$ cat src/rtl/rst_seq_ctrl.sv
// Reset sequencer: holds NUM_DOMAINS active-low resets low, then releases them
// in order 0..N-1, HOLD_CYCLES apart. Software req/ack re-asserts all and replays.
module rst_seq_ctrl #(
    parameter int NUM_DOMAINS = 4,
    parameter int HOLD_CYCLES = 8,
    parameter int CNT_WIDTH   = 4
) (
    input  logic                   CLK,
    input  logic                   RST,
    input  logic                   SW_RST_REQ,
    output logic                   SW_RST_ACK,
    output logic [NUM_DOMAINS-1:0] DOM_RST_N,
    output logic                   SEQ_DONE,
    output logic [1:0]             STATE
);
    localparam int IDX_W = (NUM_DOMAINS > 1) ? $clog2(NUM_DOMAINS) : 1;

    localparam logic [1:0] ST_WAIT  = 2'b01;
    localparam logic [1:0] ST_RUN   = 2'b10;
    localparam logic [1:0] ST_SWRST = 2'b11;

    localparam logic [CNT_WIDTH-1:0] CNT_LAST = CNT_WIDTH'(HOLD_CYCLES - 1);
    localparam logic [IDX_W-1:0]     IDX_LAST = IDX_W'(NUM_DOMAINS - 1);

    logic [1:0]             state_q, state_d;
    logic [CNT_WIDTH-1:0]   cnt_q, cnt_d;
    logic [IDX_W-1:0]       idx_q, idx_d;
    logic [NUM_DOMAINS-1:0] dom_rst_n_q, dom_rst_n_d;
    logic                   seq_done_q, seq_done_d;
    logic                   ack_q, ack_d;

    always_comb begin
        state_d     = state_q;
        cnt_d       = cnt_q;
        idx_d       = idx_q;
        dom_rst_n_d = dom_rst_n_q;
        seq_done_d  = seq_done_q;
        ack_d       = ack_q;
        case (state_q)
            ST_WAIT: begin
                // Software requests are deliberately not sampled here; the level
                // request is picked up once RUN is reached.
                cnt_d = cnt_q + 1'b1;
                if (cnt_q == CNT_LAST) begin
                    cnt_d = '0;
                    for (int i = 0; i < NUM_DOMAINS; i++) begin
                        if (idx_q == IDX_W'(i)) begin
                            dom_rst_n_d[i] = 1'b1;
                        end
                    end
                    if (idx_q == IDX_LAST) begin
                        state_d    = ST_RUN;
                        seq_done_d = 1'b1;
                    end else begin
                        idx_d = idx_q + 1'b1;
                    end
                end
            end
            ST_RUN: begin
                if (SW_RST_REQ) begin
                    dom_rst_n_d = '0;
                    seq_done_d  = 1'b0;
                    ack_d       = 1'b1;
                    state_d     = ST_SWRST;
                end
            end
            ST_SWRST: begin
                if (!SW_RST_REQ) begin
                    ack_d   = 1'b0;
                    cnt_d   = '0;
                    idx_d   = '0;
                    state_d = ST_WAIT;
                end
            end
            default: begin
                dom_rst_n_d = '0;
                seq_done_d  = 1'b0;
                ack_d       = 1'b0;
                cnt_d       = '0;
                idx_d       = '0;
                state_d     = ST_WAIT;
            end
        endcase
    end

    always_ff @(posedge CLK or posedge RST) begin
        if (RST) begin
            state_q     <= ST_WAIT;
            cnt_q       <= '0;
            idx_q       <= '0;
            dom_rst_n_q <= '0;
            seq_done_q  <= 1'b0;
            ack_q       <= 1'b0;
        end else begin
            state_q     <= state_d;
            cnt_q       <= cnt_d;
            idx_q       <= idx_d;
            dom_rst_n_q <= dom_rst_n_d;
            seq_done_q  <= seq_done_d;
            ack_q       <= ack_d;
        end
    end

    assign DOM_RST_N  = dom_rst_n_q;
    assign SEQ_DONE   = seq_done_q;
    assign SW_RST_ACK = ack_q;
    assign STATE      = state_q;
endmodule

$ cat config.mk
export PLATFORM = sky130hd
export DESIGN_NAME = rst_seq_ctrl
export DESIGN_NICKNAME = d
export VERILOG_FILES = /design/src/rtl/rst_seq_ctrl.sv
export SDC_FILE = /design/constraint.sdc
export NUM_CORES = 1
export LEC_CHECK = 0
export CORE_MARGIN = 5
export CORE_UTILIZATION = 25
export DETAILED_ROUTE_END_ITERATION = 8
export SKIP_CTS_REPAIR_TIMING = 1
export SLEW_MARGIN = 20
export SYNTH_ARGS = -nofsm -noshare
export SYNTH_HDL_FRONTEND = slang
export SYNTH_SLANG_ARGS = --single-unit
$ cat constraint.sdc
create_clock -name CLK -period 4.2 [get_ports CLK]
set_input_delay 0.42 -clock CLK [delete_from_list [all_inputs] [get_ports CLK]]
set_output_delay 0.42 -clock CLK [all_outputs]
set_load 0.01 [all_outputs]
==> results of run 1 <==
-- flip-flops by register name, summed over array words and instances, names as in the netlist --
signal / cells
STATE: 2
DOM_RST_N: 4
idx_q: 2
cnt_q: 4
SW_RST_ACK: 1
-- how the worst min path moves through the flow --
stage | slack, ns | depth (start not counted) | end | from
final | 0.46 | 2 | DOM_RST_N[2] | RST
after global routing | 0.50 | 2 | STATE[1] | RST
after CTS | 0.48 | 2 | DOM_RST_N[3] | RST
after detailed placement | 0.48 | 2 | cnt_q[1] | cnt_q[1]
after global placement | 0.47 | 2 | cnt_q[1] | cnt_q[1]
after floorplan | 0.30 | 1 | DOM_RST_N[0] | RST
-- power by group through the flow --
stage | Clock (mW) | Sequential (mW) | Combinational (mW)
final | 0.0784 | 0.206 | 0.318
after global routing | 0.0881 | 0.214 | 0.358
after global placement | 0 | 0.206 | 0.312
after detailed placement | 0 | 0.209 | 0.323
after CTS | 0.0820 | 0.207 | 0.324
after floorplan | 0 | 0.214 | 0.220
-- worst reg2reg max path, stage by stage, from the launching register on --
cell       delay [ns]
dfstp_2          0.58
inv_1            0.06
ha_1             0.24
nor2b_2          0.22
a2111oi_4        0.42
a21oi_1          0.08
-- layer usage --
layer | GRT usage, % | vias up
li1 | - | 319
met3 | 3.24 | 2
met5 | 0 | -
met4 | 2.19 | 0
met1 | 10.4 | 299
met2 | 13.0 | 9
-- kinds of logic (layout without fill, tap and decap cells) --
kind of cell,after synthesis,count (layout),share of synthesized area (%)
DFF,13,13,37.8
and+or+nand+nor,24,24,18.0
AOI/OAI and AO/OA,21,21,20.7
muxes,3,3,3.48
adders and majority gates,9,9,13.0
buffers and inverters,13,25,6.96
-- cells in the final DEF (no fill, tap or decap), types with 2 or more instances in the layout --
cell / instances
a2111oi_4: 2
a21oi_1: 6
and2b_1: 2
clkbuf_4: 3
clkdlybuf4s50_1: 10
dfrtp_1: 12
ha_1: 9
inv_1: 11
mux2i_1: 3
nand2_1: 9
nand3_1: 3
o2111ai_1: 4
o21ai_0: 5
o41ai_1: 2
-- per-stage QoR --
stage                     hold slack [ns]  area [µm²]  instances  total power [mW]
after CTS                           0.484        1030        141             0.613
after detailed placement            0.483        1000        137             0.532
after global routing                0.502        1030        141             0.660
final                               0.463        1030        141             0.603
after floorplan                     0.296         863         83             0.434
after global placement              0.473        1000        137             0.518
-- area by class of cell --
cell class | count | area [µm²] | share of cell area (%)
Timing Repair Buffer | 10 | 100 | 9.73
Sequential cell | 13 | 327 | 31.8
Inverter | 11 | 41.3 | 4.01
Tap cell | 46 | 57.6 | 5.60
Clock buffer | 4 | 26.3 | 2.55
Multi-Input combinational cell | 57 | 477 | 46.4
==> flow_summary.ini, run 1 <==
[run_status]
status = finished, final reports clean

[clock_network]
numClockSinks = 13
clockBufferDepth = 2
cts_made_buffers = 3
htreeDepth = 1
cts_tree = done
root_buffer = clkbuf_4
path_clk_slew_ns = 0.08
clkLatencyLatePin_ns = 0.28

[die]
start_util_pct = 25.9
coreArea_um2 = 3340
fp.dieH_um = 68.8
die-area_um2 = 4730
rows = 21
fp.dieW_um = 68.8
num_io_pins = 11

[setup_path]
critical_path.endpoint = STATE[0]
max_stage_delay_ns = 0.58
cp_slowest_cell = dfstp_2
critPathBufInv = 1
r2r_slack_ns = 2.48
cp.depth = 1
cp_cell_sequence = clkdlybuf4s50_1
critPathLaunchType = register
crit_start = STATE[0]
r2r_end = DOM_RST_N[1]
crit_fanout = 6
critPathCaptureType = output port
worstSetupPathType = register to output port
r2r_start = STATE[0]
cp.required_ns = 3.78
arrival_ns = 1.41
worst_r2r_path_depth = 5
crit_family = flip-flops

[grt]
overflow = 0
grt_usage_pct = 8.23
grt_max_degree = 14
grt_pass1_wl_mm = 2.91
antenna_found_initial = 0
grt_pass1_vias = 640

[timing]
finalSetupTns_ns = 0
rsz0062_at_grt = no
setup-violations-final = 0
hold_violations = 0
min_period_ns = 1.83
fin_skew_ns = 0.00269
slew_viol_final = 0
max-slew-margin-rel_pct = 65.4
fin_ws_ns = 2.37
timing.fmax_mhz = 547
worstMarginPinSlew_ns = 0.518
timing.final.crit_share_pct = 43.6

[synth]
yosysWarnings = 0
synth-edff-count = 0
syn_avg_cell_area_um2 = 10.4
syn_inst = 83
synth_area_um2 = 863
ys_ff_latch = 13
synth_top_cell_area_share_pct = 34.8
yosysSeqAreaShare_pct = 37.8
ys.flop_type = dfrtp_1
synth_common_cells = dfrtp_1, inv_1, ha_1, nand2_1, a21oi_1
syn_nets = 95
yosys.area.top_type = dfrtp_1
ys_async_sr_fraction_pct = 100
yosysMostFrequentCell = dfrtp_1
synth_area_leaders = dfrtp_1, ha_1, a2111oi_4
synthDistinctLibCells = 27

[job]
drv_cap = 0

[drt]
drt_wl_total_mm = 1.65
dr_wl_met2_um = 784
avgViaCountPerCell = 4.46
firstDrtPassIters = 4
final_antenna_net_count = 0
wl_per_cell_um = 11.7
wl_met1_um = 769
top_layer = met4
drt_iter0_markers = 16
met3WireLength_um = 80
drc = 0
via_count = 629

[place]
port_buffers = 10
dp_hpwl_mm = 1.26
pre_cts_ws_ns = 2.39
place.gp.congestion = 0.735

[pwr]
switchingPower_uw = 249
p_leak_nw = 0.491
comb_power_share_pct = 52.8
vdd_drop_max_mv = 0.291
power_density_nw_per_um2 = 586
intPower_uw = 354
clkPwrFrac_pct = 13.0
p_seq_share_pct = 34.2
swShare_pct = 41.3

[final_layout]
post-route-util_pct = 30.8
syn_to_final_growth_pct = 19.1
drive_gt1_share_pct = 11.6
diodes = 0
final_nets = 108
fillCellCount = 345

[worst_hold_path]
holdCritPathClass = input pin to asynchronous set/reset pin
No activity file was read; power rests on OpenSTA's default activity.
==> run 2, diff against run 1 <==
Clock period 4.2 ns to 1.51 ns, I/O delays scaled along.
==> run 2 against run 1 <==
First-iteration DRC count is the same. Largest power group unchanged. The run now ends with setup timing left. Design area rose by 12%. Critical path type is now register to register. Core utilization up 3.7 points. Largest cell class unchanged.
==> flow_summary.ini, run 2 (synthesis gave the netlist of run 1 again) <==
[die]
start_util_pct = 25.9
fp.dieW_um = 68.8
num_io_pins = 11
coreArea_um2 = 3340
rows = 21
fp.dieH_um = 68.8
die-area_um2 = 4730

[drt]
via_count = 684
final_antenna_net_count = 0
avgViaCountPerCell = 4.53
firstDrtPassIters = 4
wl_per_cell_um = 12.1
drt_iter0_markers = 16
drc = 0
drt_wl_total_mm = 1.83

[final_layout]
regArea_um2 = 328
diodes = 0
syn_to_final_growth_pct = 33.5
final_nets = 118
layout.cells.non_filler = 151
final_common_cell = dfrtp_1
stdcell_area_um2 = 1150
final_cell_mix = dfrtp_1, buf_4, inv_1, nand2_1, clkdlybuf4s50_1
drive_gt1_share_pct = 30.5
fillCellCount = 355
multi_input_area_um2 = 522

[setup_path]
crit_fanout = 6
cp_slowest_cell = dfstp_2
critPathLaunchType = register
cp.required_ns = 1.65
worstSetupPathType = register to register
r2r_start = STATE[0]
arrival_ns = 1.67
critPathCaptureType = register
r2r_end = DOM_RST_N[1]
worst_r2r_path_depth = 5
r2r_slack_ns = -0.02
cp_cell_sequence = inv_2 > ha_4 > nor2b_4 > a2111oi_4 > a21oi_1
max_stage_delay_ns = 0.60

[clock_network]
cts_made_buffers = 3
clkLatencyLatePin_ns = 0.27
cts_tree = done
clockBufferDepth = 2
numClockSinks = 13
htreeDepth = 1
path_clk_slew_ns = 0.09
root_buffer = clkbuf_4

[grt]
grt_max_degree = 14
overflow = 0
grt_pass1_vias = 763
grt_usage_pct = 9.27
antenna_found_initial = 0
grt_pass1_wl_mm = 3.26

[place]
pre_cts_ws_ns = -0.0644
place_area_um2 = 1080
dp_hpwl_mm = 1.39
dpl.cell_count = 146
port_buffers = 10
place.gp.congestion = 0.788

[run_status]
status = finished with violations
violations = setup timing

[worst_hold_path]
holdCritPathClass = input pin to asynchronous set/reset pin

[timing]
worstMarginPinSlew_ns = 0.518
setup-violations-final = 5
timing.final.crit_share_pct = 101
fin_skew_ns = 0.00346
fin_ws_ns = -0.0198
timing.fmax_mhz = 654
slew_viol_final = 0
min_period_ns = 1.53
rsz0062_at_grt = yes
hold_violations = 0
max-slew-margin-rel_pct = 65.5

[pwr]
power_density_nw_per_um2 = 1640
p_leak_nw = 0.537
vdd_drop_max_mv = 0.602

[job]
drv_cap = 0
-- run 2: cell types whose count changed in the layout (fill, tap and decap cells not counted), sizes merged --
| cell | delta |
|---|---|
| buf | +10 |
| clkdlybuf4s50 | -1 |
| dlymetal6s2s | +1 |
-- run 2: area by class of cell --
cell class	instances	share of cell area, %
Tap cell	46	4.99
Multi-Input combinational cell	57	45.3
Sequential cell	13	28.4
Inverter	11	3.58
Timing Repair Buffer	20	15.4
Clock buffer	4	2.28
-- run 2: worst max-delay path by stage --
stage                        start            to  cells past startpoint
after floorplan           STATE[0]      STATE[1]                      5
after global placement    STATE[0]  DOM_RST_N[3]                      4
after detailed placement  STATE[0]  DOM_RST_N[1]                      4
after CTS                 STATE[0]      STATE[0]                      1
after global routing      STATE[0]      idx_q[1]                      5
final                     STATE[0]  DOM_RST_N[1]                      5
-- run 2: critical path: cells and delay by family (launching register included) --
kind	cells	cell delay, ns
buffers and inverters	1	0.06
and+or+nand+nor	1	0.15
adders and majority gates	1	0.16
AOI/OAI and AO/OA	2	0.43
DFF	1	0.60
-- run 2: power by group --
group | switching, mW | internal [mW]
combinational | 0.528 | 0.554
sequential | 0.108 | 0.475
clock | 0.118 | 0.102
total | 0.754 | 1.13
-- run 2: routing by layer --
layer	vias to the layer above	wire length, µm	track usage [%]
met4	0	10	3.65
met1	336	859	11.8
met2	10	881	15.0
li1	336	-	-
met5	-	0	0
met3	2	83	2.27
-- run 2: per-stage QoR --
step           total power [mW]  setup TNS (ns)  utilization [%]  hold WS [ns]
2_1_floorplan              1.22               0                -        0.0272
3_3_place_gp               1.56         -0.0116             32.4         0.474
3_5_place_dp               1.60          -0.252             32.4         0.479
4_1_cts                    1.82          -0.483             33.2         0.238
5_1_grt                    2.06          -0.528             34.5         0.272
6_report                   1.88         -0.0684             34.5         0.207
==> run 3, diff against run 2 <==
==> constraint.sdc (replaced) <==
create_clock -name CLK -period 1.51 [get_ports CLK]
set_input_delay 0.151 -clock CLK [delete_from_list [all_inputs] [get_ports CLK]]
set_output_delay 0.151 -clock CLK [all_outputs]
set_load 0.05 [all_outputs]
==> run 3 against run 2 <==
The flow still finishes with violations (setup timing). Core utilization up 1.9 points. Highest routed layer unchanged. Critical endpoint is now STATE[1]. Worst hold slack worse by 0.0084 ns. Via count down 0.73%. First-iteration DRC count up 19%. Critical path depth unchanged. Largest cell class unchanged. Clock-buffer cell count unchanged. Clock skew up 0.0057 ns. Flip-flop and latch count unchanged.
==> flow_summary.ini, run 3 (synthesis gave the netlist of run 1 again) <==
[final_layout]
final_nets = 121
diodes = 0
drive_gt1_share_pct = 41.7
syn_to_final_growth_pct = 41.0
layout.cells.non_filler = 154
final_common_cell = buf_4
final_cell_mix = buf_4, dfrtp_1, inv_1

[clock_network]
cts_made_buffers = 3
htreeDepth = 1
root_buffer = clkbuf_4
path_clk_slew_ns = 0.09
clkLatencyLatePin_ns = 0.28
cts_tree = done
clockBufferDepth = 2
numClockSinks = 13

[timing]
fin_skew_ns = 0.00917
slew_viol_final = 0
rsz0062_at_grt = yes
setup-violations-final = 8
max-slew-margin-rel_pct = 66.0
hold_violations = 0
min_period_ns = 1.57
timing.final.crit_share_pct = 104
worstMarginPinSlew_ns = 0.510
timing.fmax_mhz = 639
fin_ws_ns = -0.0558
finalSetupTns_ns = -0.215

[drt]
via_count = 679
final_antenna_net_count = 0
met3WireLength_um = 76
drt_wl_total_mm = 1.83
top_layer = met4
dr_wl_met2_um = 882
avgViaCountPerCell = 4.41
wl_met1_um = 852
drc = 0
wl_per_cell_um = 11.9
firstDrtPassIters = 4
drt_iter0_markers = 19

[die]
start_util_pct = 25.9
rows = 21
fp.dieW_um = 68.8
coreArea_um2 = 3340
num_io_pins = 11
fp.dieH_um = 68.8
die-area_um2 = 4730

[pwr]
intPower_mw = 1.17
switchingPower_mw = 1.04
clkPwrFrac_pct = 9.9
comb_power_share_pct = 63.5
power_density_nw_per_um2 = 1820
vdd_drop_max_mv = 0.898
swShare_pct = 47.0
p_seq_share_pct = 26.6
p_leak_nw = 0.571

[setup_path]
critPathLaunchType = register
r2r_slack_ns = -0.06
worstSetupPathType = register to register
arrival_ns = 1.75
worst_r2r_path_depth = 5
crit_fanout = 6
critPathCaptureType = register
cp.required_ns = 1.70
crit_start = STATE[0]
r2r_start = STATE[0]

[grt]
grt_max_degree = 14
grt_pass1_vias = 698
grt_pass1_wl_mm = 3.00
grt_usage_pct = 8.47
antenna_found_initial = 0
overflow = 0

[run_status]
violations = setup timing
status = finished with violations

[place]
dpl.cell_count = 149
port_buffers = 10
place.gp.congestion = 0.816
dp_hpwl_mm = 1.40

[worst_hold_path]
holdCritPathClass = input pin to asynchronous set/reset pin

[job]
drv_cap = 0
## run 3: cell types whose count changed in the layout (fill, tap and decap cells not counted), moves of 2 or more
cell,change
o2111ai_1,-2
ha_2,-3
o21ai_0,-2
o2111ai_2,+2
clkdlybuf4s50_1,-7
ha_4,+3
buf_4,+10
o21ai_1,+3
## run 3: area by class of cell
cell class	instances	area (µm²)
Tap cell	46	57.6
Sequential cell	13	332
Timing Repair Buffer	23	190
Inverter	11	43.8
Multi-Input combinational cell	57	568
Fill cell	349	2120
Clock buffer	4	26.3
## run 3: stage by stage
stage	util (%)	instance area (µm²)	worst slack (ns)	total power, mW	hold slack (ns)
2_1_floorplan	-	896	-0.118	1.49	0.0272
5_1_grt	36.5	1220	-0.136	2.38	0.268
3_3_place_gp	33.5	1120	-0.0879	1.83	0.474
4_1_cts	34.3	1140	-0.134	2.09	0.228
6_report	36.5	1220	-0.0558	2.21	0.198
3_5_place_dp	33.5	1120	-0.116	1.87	0.490
## run 3: layer usage
layer	up-vias	global-route usage (%)
met5	-	0
met3	2	2.27
met2	11	13.6
met4	0	2.92
li1	344	-
met1	322	10.9
## run 3: path summary, 6_finish.rpt
path / endpoint
max: STATE[1]
min: DOM_RST_N[3]
max reg2reg: STATE[1]
min reg2reg: cnt_q[0]
max in group asynchronous: STATE[1]
min in group CLK: cnt_q[0]
## run 3: power by group through the flow
stage	combinational [mW]	clock [mW]	sequential (mW)
detailed placement	1.28	0	0.587
finish	1.41	0.219	0.588
CTS	1.28	0.226	0.580
global route	1.52	0.251	0.607
floorplan	0.679	0	0.811
global placement	1.25	0	0.581
## run 3: critical path: stages (launching register included)
cell and delay [ns]:
dfstp_4 0.69, inv_4 0.04, ha_4 0.17, nor2b_4 0.15
a2111oi_4 0.20, mux2i_1 0.23
